[src/rtl/branch_resolve_unit_pkg.sv]
// Shared constants for the branch resolve unit: MIPS branch opcodes,
// REGIMM rt sub-codes and the 2-bit BHT counter encodings.
package branch_resolve_unit_pkg;

  localparam logic [5:0] OP_REGIMM = 6'b000001;
  localparam logic [5:0] OP_BEQ    = 6'b000100;
  localparam logic [5:0] OP_BNE    = 6'b000101;
  localparam logic [5:0] OP_BLEZ   = 6'b000110;
  localparam logic [5:0] OP_BGTZ   = 6'b000111;

  localparam logic [4:0] RT_BLTZ   = 5'b00000;
  localparam logic [4:0] RT_BGEZ   = 5'b00001;
  localparam logic [4:0] RT_BLTZAL = 5'b10000;
  localparam logic [4:0] RT_BGEZAL = 5'b10001;

  // 2-bit saturating counter: upper bit is the predicted direction
  typedef enum logic [1:0] {
    SNT = 2'b00,
    WNT = 2'b01,
    WT  = 2'b10,
    ST  = 2'b11
  } ctr_t;

endpackage

[src/rtl/branch_resolve_unit_if.sv]
// Decode-side request and resolution result bundle for branch_resolve_unit.
// master: pipeline side (drives the instruction, receives the resolution)
// slave:  branch_resolve_unit
interface branch_resolve_unit_if #(
  parameter int unsigned DATA_W = 32
);
  logic              valid_i;
  logic              stall_i;
  logic              flush_i;
  logic [5:0]        op_i;
  logic [4:0]        rt_i;
  logic [DATA_W-1:0] a_i;
  logic [DATA_W-1:0] b_i;
  logic [31:0]       pc_i;
  logic              pred_taken_i;

  logic              res_valid_o;
  logic              taken_o;
  logic              mispredict_o;
  logic              link_o;
  logic [31:0]       res_pc_o;

  modport master (
    output valid_i, stall_i, flush_i, op_i, rt_i, a_i, b_i, pc_i, pred_taken_i,
    input  res_valid_o, taken_o, mispredict_o, link_o, res_pc_o
  );

  modport slave (
    input  valid_i, stall_i, flush_i, op_i, rt_i, a_i, b_i, pc_i, pred_taken_i,
    output res_valid_o, taken_o, mispredict_o, link_o, res_pc_o
  );
endinterface

[src/rtl/branch_resolve_unit_branch_cond.sv]
// branch_cond: purely combinational MIPS branch decode and condition
// evaluation on signed DATA_W-bit operands.
module branch_cond
  import branch_resolve_unit_pkg::*;
#(
  parameter int unsigned DATA_W = 32
) (
  input  logic [DATA_W-1:0] a,
  input  logic [DATA_W-1:0] b,
  input  logic [5:0]        op,
  input  logic [4:0]        rt,
  output logic              cond,
  output logic              is_br,
  output logic              is_link
);

  logic a_neg;
  logic a_zero;

  // Signed compares against zero reduce to the sign bit and a zero test
  always_comb begin
    a_neg  = a[DATA_W-1];
    a_zero = (a == '0);
  end

  // Decode the op/rt pair and select the matching condition
  always_comb begin
    cond    = 1'b0;
    is_br   = 1'b0;
    is_link = 1'b0;
    unique case (op)
      OP_BEQ:  begin is_br = 1'b1; cond = (a == b);          end
      OP_BNE:  begin is_br = 1'b1; cond = (a != b);          end
      OP_BGTZ: begin is_br = 1'b1; cond = ~a_neg & ~a_zero;  end
      OP_BLEZ: begin is_br = 1'b1; cond = a_neg | a_zero;    end
      OP_REGIMM: begin
        unique case (rt)
          RT_BLTZ:   begin is_br = 1'b1; cond = a_neg;                   end
          RT_BGEZ:   begin is_br = 1'b1; cond = ~a_neg;                  end
          RT_BLTZAL: begin is_br = 1'b1; cond = a_neg;  is_link = 1'b1;  end
          RT_BGEZAL: begin is_br = 1'b1; cond = ~a_neg; is_link = 1'b1;  end
          default:   ;
        endcase
      end
      default: ;
    endcase
  end

endmodule

[src/rtl/branch_resolve_unit.sv]
// branch_resolve_unit: ID/EX branch resolution with a 2-bit saturating
// branch history table and a combinational fetch-side lookup port.
// Optional build macro BRU_STATS_EN adds branch / mispredict counters.
module branch_resolve_unit
  import branch_resolve_unit_pkg::*;
#(
  parameter int unsigned DATA_W  = 32,
  parameter int unsigned IDX_W   = 6,
  parameter logic [1:0]  CTR_RST = 2'b01
) (
  input  logic                    clk,
  input  logic                    rst,
  branch_resolve_unit_if.slave    bus,
  input  logic [31:0]             lookup_pc_i,
  output logic                    lookup_taken_o
`ifdef BRU_STATS_EN
  ,
  output logic [31:0]             br_count_o,
  output logic [31:0]             mispred_count_o
`endif
);

  localparam int unsigned DEPTH = 1 << IDX_W;

  logic             cond;
  logic             is_br;
  logic             is_link;
  logic             capture;
  logic [IDX_W-1:0] upd_idx;
  logic [IDX_W-1:0] look_idx;
  ctr_t             cur_ctr;
  ctr_t             nxt_ctr;
  ctr_t             bht [DEPTH];
  logic             unused_lookup_bits;

  branch_cond #(
    .DATA_W (DATA_W)
  ) u_cond (
    .a       (bus.a_i),
    .b       (bus.b_i),
    .op      (bus.op_i),
    .rt      (bus.rt_i),
    .cond    (cond),
    .is_br   (is_br),
    .is_link (is_link)
  );

  // Capture qualification and BHT index extraction
  always_comb begin
    capture            = bus.valid_i & is_br & ~bus.stall_i & ~bus.flush_i;
    upd_idx            = bus.pc_i[IDX_W+1:2];
    look_idx           = lookup_pc_i[IDX_W+1:2];
    unused_lookup_bits = ^{lookup_pc_i[31:IDX_W+2], lookup_pc_i[1:0]};
  end

  // Fetch-side prediction reads the stored counter; no update bypass
  always_comb begin
    lookup_taken_o = (bht[look_idx] == WT) || (bht[look_idx] == ST);
  end

  // Saturating counter step for the entry being resolved
  always_comb begin
    cur_ctr = bht[upd_idx];
    nxt_ctr = cur_ctr;
    unique case (cur_ctr)
      SNT: nxt_ctr = cond ? WNT : SNT;
      WNT: nxt_ctr = cond ? WT  : SNT;
      WT:  nxt_ctr = cond ? ST  : WNT;
      ST:  nxt_ctr = cond ? ST  : WT;
      default: nxt_ctr = cur_ctr;
    endcase
  end

  // Result stage: one-cycle pulse; flags cleared when nothing is captured
  always_ff @(posedge clk) begin
    if (rst) begin
      bus.res_valid_o  <= 1'b0;
      bus.taken_o      <= 1'b0;
      bus.mispredict_o <= 1'b0;
      bus.link_o       <= 1'b0;
      bus.res_pc_o     <= '0;
    end else begin
      bus.res_valid_o  <= capture;
      bus.taken_o      <= capture & cond;
      bus.mispredict_o <= capture & (cond ^ bus.pred_taken_i);
      bus.link_o       <= capture & is_link;
      if (capture) begin
        bus.res_pc_o <= bus.pc_i;
      end
    end
  end

  // BHT: whole table returns to CTR_RST on reset; one entry trained per capture
  always_ff @(posedge clk) begin
    if (rst) begin
      for (int unsigned i = 0; i < DEPTH; i++) begin
        bht[IDX_W'(i)] <= ctr_t'(CTR_RST);
      end
    end else if (capture) begin
      bht[upd_idx] <= nxt_ctr;
    end
  end

`ifdef BRU_STATS_EN
  // Saturating branch and mispredict counters
  always_ff @(posedge clk) begin
    if (rst) begin
      br_count_o      <= '0;
      mispred_count_o <= '0;
    end else if (capture) begin
      if (br_count_o != '1) begin
        br_count_o <= br_count_o + 32'd1;
      end
      if ((cond ^ bus.pred_taken_i) && (mispred_count_o != '1)) begin
        mispred_count_o <= mispred_count_o + 32'd1;
      end
    end
  end
`endif

endmodule

[src/flat_wrapper.sv]
// flat-port wrapper written by rule: the top's interface ports become plain ports
module branch_resolve_unit_flat import branch_resolve_unit_pkg::*;
#(
  parameter int unsigned DATA_W  = 32,
  parameter int unsigned IDX_W   = 6,
  parameter logic [1:0]  CTR_RST = 2'b01
)
  (clk, rst, lookup_pc_i, lookup_taken_o, bus_valid_i, bus_stall_i, bus_flush_i, bus_op_i, bus_rt_i, bus_a_i, bus_b_i, bus_pc_i, bus_pred_taken_i, bus_res_valid_o, bus_taken_o, bus_mispredict_o, bus_link_o, bus_res_pc_o);
  branch_resolve_unit_if #(.DATA_W(DATA_W)) bus_i ();
  input  logic clk;
  input  logic rst;
  input  logic [31:0] lookup_pc_i;
  output logic lookup_taken_o;
  input wire logic [$bits(bus_i.valid_i)-1:0] bus_valid_i;
  input wire logic [$bits(bus_i.stall_i)-1:0] bus_stall_i;
  input wire logic [$bits(bus_i.flush_i)-1:0] bus_flush_i;
  input wire logic [$bits(bus_i.op_i)-1:0] bus_op_i;
  input wire logic [$bits(bus_i.rt_i)-1:0] bus_rt_i;
  input wire logic [$bits(bus_i.a_i)-1:0] bus_a_i;
  input wire logic [$bits(bus_i.b_i)-1:0] bus_b_i;
  input wire logic [$bits(bus_i.pc_i)-1:0] bus_pc_i;
  input wire logic [$bits(bus_i.pred_taken_i)-1:0] bus_pred_taken_i;
  output wire logic [$bits(bus_i.res_valid_o)-1:0] bus_res_valid_o;
  output wire logic [$bits(bus_i.taken_o)-1:0] bus_taken_o;
  output wire logic [$bits(bus_i.mispredict_o)-1:0] bus_mispredict_o;
  output wire logic [$bits(bus_i.link_o)-1:0] bus_link_o;
  output wire logic [$bits(bus_i.res_pc_o)-1:0] bus_res_pc_o;
  assign bus_i.valid_i = bus_valid_i;
  assign bus_i.stall_i = bus_stall_i;
  assign bus_i.flush_i = bus_flush_i;
  assign bus_i.op_i = bus_op_i;
  assign bus_i.rt_i = bus_rt_i;
  assign bus_i.a_i = bus_a_i;
  assign bus_i.b_i = bus_b_i;
  assign bus_i.pc_i = bus_pc_i;
  assign bus_i.pred_taken_i = bus_pred_taken_i;
  assign bus_res_valid_o = bus_i.res_valid_o;
  assign bus_taken_o = bus_i.taken_o;
  assign bus_mispredict_o = bus_i.mispredict_o;
  assign bus_link_o = bus_i.link_o;
  assign bus_res_pc_o = bus_i.res_pc_o;
  branch_resolve_unit #(.DATA_W(DATA_W), .IDX_W(IDX_W), .CTR_RST(CTR_RST)) u_core (.clk(clk), .rst(rst), .bus(bus_i), .lookup_pc_i(lookup_pc_i), .lookup_taken_o(lookup_taken_o));
endmodule
[config.mk]
export PLATFORM = sky130hd
export DESIGN_NAME = branch_resolve_unit_flat
export DESIGN_NICKNAME = d
export VERILOG_FILES = /design/src/rtl/branch_resolve_unit_pkg.sv /design/src/rtl/branch_resolve_unit_if.sv /design/src/rtl/branch_resolve_unit_branch_cond.sv /design/src/rtl/branch_resolve_unit.sv /design/src/flat_wrapper.sv
export SDC_FILE = /design/constraint.sdc
export NUM_CORES = 1
export LEC_CHECK = 0
export CORE_AREA = 3 3 145 147
export CTS_CLUSTER_DIAMETER = 150
export DETAILED_ROUTE_END_ITERATION = 8
export DIE_AREA = 0 0 148 150
export GPL_TIMING_DRIVEN = 0
export PLACE_DENSITY_LB_ADDON = 0.05
export RECOVER_POWER = 50
export SLEW_MARGIN = 10
export SYNTH_ARGS = -nofsm -noshare
export SYNTH_HDL_FRONTEND = slang
export SYNTH_HIERARCHICAL = 1
export SYNTH_SLANG_ARGS = --single-unit
[constraint.sdc]
create_clock -name clk -period 7.8 [get_ports clk]
set_clock_uncertainty 0.1 [all_clocks]
set_input_delay 1.56 -clock clk [delete_from_list [all_inputs] [get_ports clk]]
set_output_delay 1.56 -clock clk [all_outputs]
set_load 0.02 [all_outputs]
==> summary.txt <==
========================================================================================================
Status                                                                                      finished, violations left
Violations in the final reports                                                             capacitance limit, slew limit
Yosys synthesis warning count                                                                          6
Async SR Flop Fraction                                                                                 0
Max-capacitance violation count                                                                        2
Clock period minus final worst setup slack                                                       6.21 ns
Maximum number of pins on one net before global-route repair                                          17
Total nets after synthesis                                                                           987
Maximum level of the CTS H-tree                                                                        4
Synthesis-stage register bit count                                                                   164
CTS Hold Bufs                                                                                          0
Netlist Area Pre-Place                                                                         8920 um^2
Global placement routability congestion                                                            0.968
Number of instances in the synthesized netlist                                                       842
R2R setup slack                                                                                  4.19 ns
Final setup violation count                                                                            0
Number of global-route vias before repair                                                           7501
Congestion Overflow GR                                                                                 0
Setup repair after global routing missed its margin                                                   no
WP data required                                                                                 6.14 ns
Area Growth Syn to Fin                                                                             26.6%
Starting DRC count in detailed routing                                                               765
Power per cell area                                                                          182 nW/um^2
Final number of max-transition violations                                                              7
Post-placement worst setup slack                                                                 1.54 ns
Gr usage total                                                                                     0.288
Num ports                                                                                            182
Post-CTS clock slew at the launch and capture registers of the worst setup and hold paths        0.07 ns
Leakage power summed over all cells                                                              3.72 nW
Average instance area after synthesis                                                          10.6 um^2
Element type at the critical path start                                                       input port
Wire length reported by the detailed router                                                     31700 um
HPWL reported at the end of detailed placement                                                  23700 um
Vertical die dimension                                                                            150 um
Number of distinct library cell variants in the gate-level netlist after synthesis                    55
Worst-case setup margin in the final layout                                                      1.59 ns
Area of the core                                                                              20000 um^2
Setup Total Neg Slack                                                                               0 ns
Die footprint                                                                                 22200 um^2
TritonCTS clock tree                                                                                done
Num CTS Buffers                                                                                       17
Top_reg_cell synth                                                                          sky130_fd_sc_hd__edfxtp_1
NumNets Final                                                                                       1158
Clock buffer depth                                                                                     2
TritonCTS Sinks                                                                                      164
Post-CTS setup buffers                                                                                 0
Number of antenna violations at the first check in global routing                                      0
Maximum frequency from static timing analysis                                                    161 MHz
Remaining routing DRC violations                                                                       0
Via-to-Cell Ratio                                                                                   5.84
Buffers on Ports                                                                                     152
Die boundary width                                                                                148 um
Type of the worst min-delay path                                                                 reg2reg
Worst skew pair latency                                                                          0.42 ns
Fraction of the cycle the final worst path needs                                                   0.796
Slew of the pin with the lowest slew margin                                                      1.64 ns
Root Driver                                                                                 sky130_fd_sc_hd__clkbuf_16
EDFF count, synth                                                                                    128
Post-cts repair resize count                                                                           0
Via count                                                                                           7569
Biggest fanout along the worst timing path                                                            10
Hold Fails Final Rpt                                                                                   0
Initial cell density of the core                                                                   0.445
VDD IR max                                                                                        131 uV
Routed wire per std cell                                                                         24.4 um
Antenna Cells                                                                                          0
Number of standard cells in the final layout excluding fillers                                      1296
Count of placed standard cells including taps                                                       1264
Worst slew margin                                                                                 -0.100
Share of post-route cells with drive strength above 1                                              0.132
Critical path start-end classification                                                            in2out
Sequential-to-total area share from yosys stat                                                     0.512
Category of the worst setup path capture point                                               output port
Fill cell instance count of the final layout                                                        1836
First-pass GRT wire length                                                                      46200 um
Count of TritonRoute iterations in the first routing pass                                              5
Floorplan row count                                                                                   52
Antenna Nets Post-Route                                                                                0
Endpoint arrival time on the critical path                                                       4.55 ns
========================================================================================================
## area by class of cell
type / count / area (um^2) / area share
clock inverters: 15 / 129 / 0.0114
plain buffers: 71 / 368 / 0.0326
inverters: 4 / 15.0 / 0.00133
well taps: 270 / 338 / 0.0299
clock buffers: 17 / 425 / 0.0377
flip-flops and latches: 164 / 4560 / 0.404
multi-input cells: 603 / 3940 / 0.349
repair buffers: 152 / 1520 / 0.135
## flip-flops by register name, indices dropped and copies added, names as in the netlist
register                 cells
u_core/bus.mispredict_o      1
u_core/bus.taken_o           1
u_core/bus.link_o            1
u_core/bht                 128
u_core/bus.res_valid_o       1
u_core/bus.res_pc_o         32
## cells in the final DEF, fill, tap and decap left out, types with 9 or more instances in the layout
master | synthesis | layout
sky130_fd_sc_hd__nand2_1 | 140 | 140
sky130_fd_sc_hd__edfxtp_1 | 128 | 128
sky130_fd_sc_hd__clkdlybuf4s50_1 | 0 | 113
sky130_fd_sc_hd__nor2_1 | 65 | 65
sky130_fd_sc_hd__clkbuf_1 | 37 | 44
sky130_fd_sc_hd__nor3_1 | 41 | 42
sky130_fd_sc_hd__dlygate4sd3_1 | 0 | 39
sky130_fd_sc_hd__nand3_1 | 39 | 39
sky130_fd_sc_hd__a21oi_1 | 38 | 38
sky130_fd_sc_hd__dfxtp_1 | 36 | 36
sky130_fd_sc_hd__xnor2_1 | 34 | 34
sky130_fd_sc_hd__mux4_2 | 33 | 33
sky130_fd_sc_hd__or2_2 | 30 | 30
sky130_fd_sc_hd__nand2b_1 | 28 | 28
sky130_fd_sc_hd__clkbuf_16 | 0 | 17
sky130_fd_sc_hd__a22oi_1 | 15 | 15
sky130_fd_sc_hd__nor4_1 | 14 | 14
sky130_fd_sc_hd__buf_2 | 12 | 12
sky130_fd_sc_hd__a21o_1 | 12 | 12
sky130_fd_sc_hd__mux2i_1 | 11 | 11
sky130_fd_sc_hd__nand4_1 | 11 | 11
sky130_fd_sc_hd__o21ai_0 | 9 | 10
sky130_fd_sc_hd__buf_6 | 9 | 9
## report_power, final
group / switching, W / total, W / internal (W) / leakage (nW)
Combinational: 0.000168 / 0.000304 / 0.000136 / 2.00
Sequential: 0.00000982 / 0.000964 / 0.000955 / 1.44
Clock: 0.000353 / 0.000793 / 0.000441 / 0.280
Total: 0.000530 / 0.00206 / 0.00153 / 3.72
## final timing paths
path | depth (start not counted) | to | start
max | 7 | lookup_taken_o | lookup_pc_i[2]
max reg2reg | 9 | u_core/bht[57][1]$_SDFFCE_PN0P_ | u_core/bht[23][1]$_SDFFCE_PN0P_
min reg2reg | 2 | u_core/bus.res_pc_o[16]$_SDFFE_PP0P_ | u_core/bus.res_pc_o[16]$_SDFFE_PP0P_
min | 2 | u_core/bus.res_pc_o[16]$_SDFFE_PP0P_ | u_core/bus.res_pc_o[16]$_SDFFE_PP0P_
## Yosys cell counts, drive strengths merged, types with 10 or more instances
library cell  instances  area share
or2                  30       0.021
nand3                42       0.025
nor3                 43       0.025
edfxtp              128        0.43
clkbuf               37       0.016
buf                  34       0.029
a22oi                15       0.013
o21ai                10      0.0060
nand4                11      0.0077
a21oi                38       0.021
nand2               140       0.059
nor2                 66       0.028
a21o                 12       0.010
mux4                 33       0.083
nor4                 14      0.0098
dfxtp                36       0.081
xnor2                34       0.033
mux2i                11       0.012
nand2b               28       0.020
## cell families after synthesis
| family | synth area share |
|---|---|
| and+or+nand+nor | 0.230 |
| AOI/OAI and AO/OA | 0.0750 |
| xor gates and xnor gates | 0.0334 |
| buffers and inverters | 0.0459 |
| DFF | 0.512 |
| adders and majority gates | 0.00252 |
| muxes | 0.102 |
## metal layers
metal	share of wire	global-route usage
met3	0.11	0.0842
met2	0.48	0.486
met4	0.053	0.146
met1	0.36	0.335
met5	0	0
## critical path: stages
cell	delay, ns
sky130_fd_sc_hd__clkbuf_1	0.54
sky130_fd_sc_hd__buf_2	0.49
sky130_fd_sc_hd__mux4_2	0.61
sky130_fd_sc_hd__mux4_2	0.48
sky130_fd_sc_hd__mux2i_1	0.21
sky130_fd_sc_hd__a21oi_1	0.10
sky130_fd_sc_hd__clkdlybuf4s50_1	0.54
## metrics by stage
stage                      util  hold slack, ns  total power, W  area, um^2
after floorplan               -           0.435         0.00114        8920
after global placement    0.538           0.341         0.00129       10800
after detailed placement  0.538           0.346         0.00129       10800
after CTS                 0.566           0.355         0.00208       11300
after global routing      0.564           0.373         0.00212       11300
final                     0.564           0.350         0.00206       11300
No activity file was read; power rests on OpenSTA's default activity.
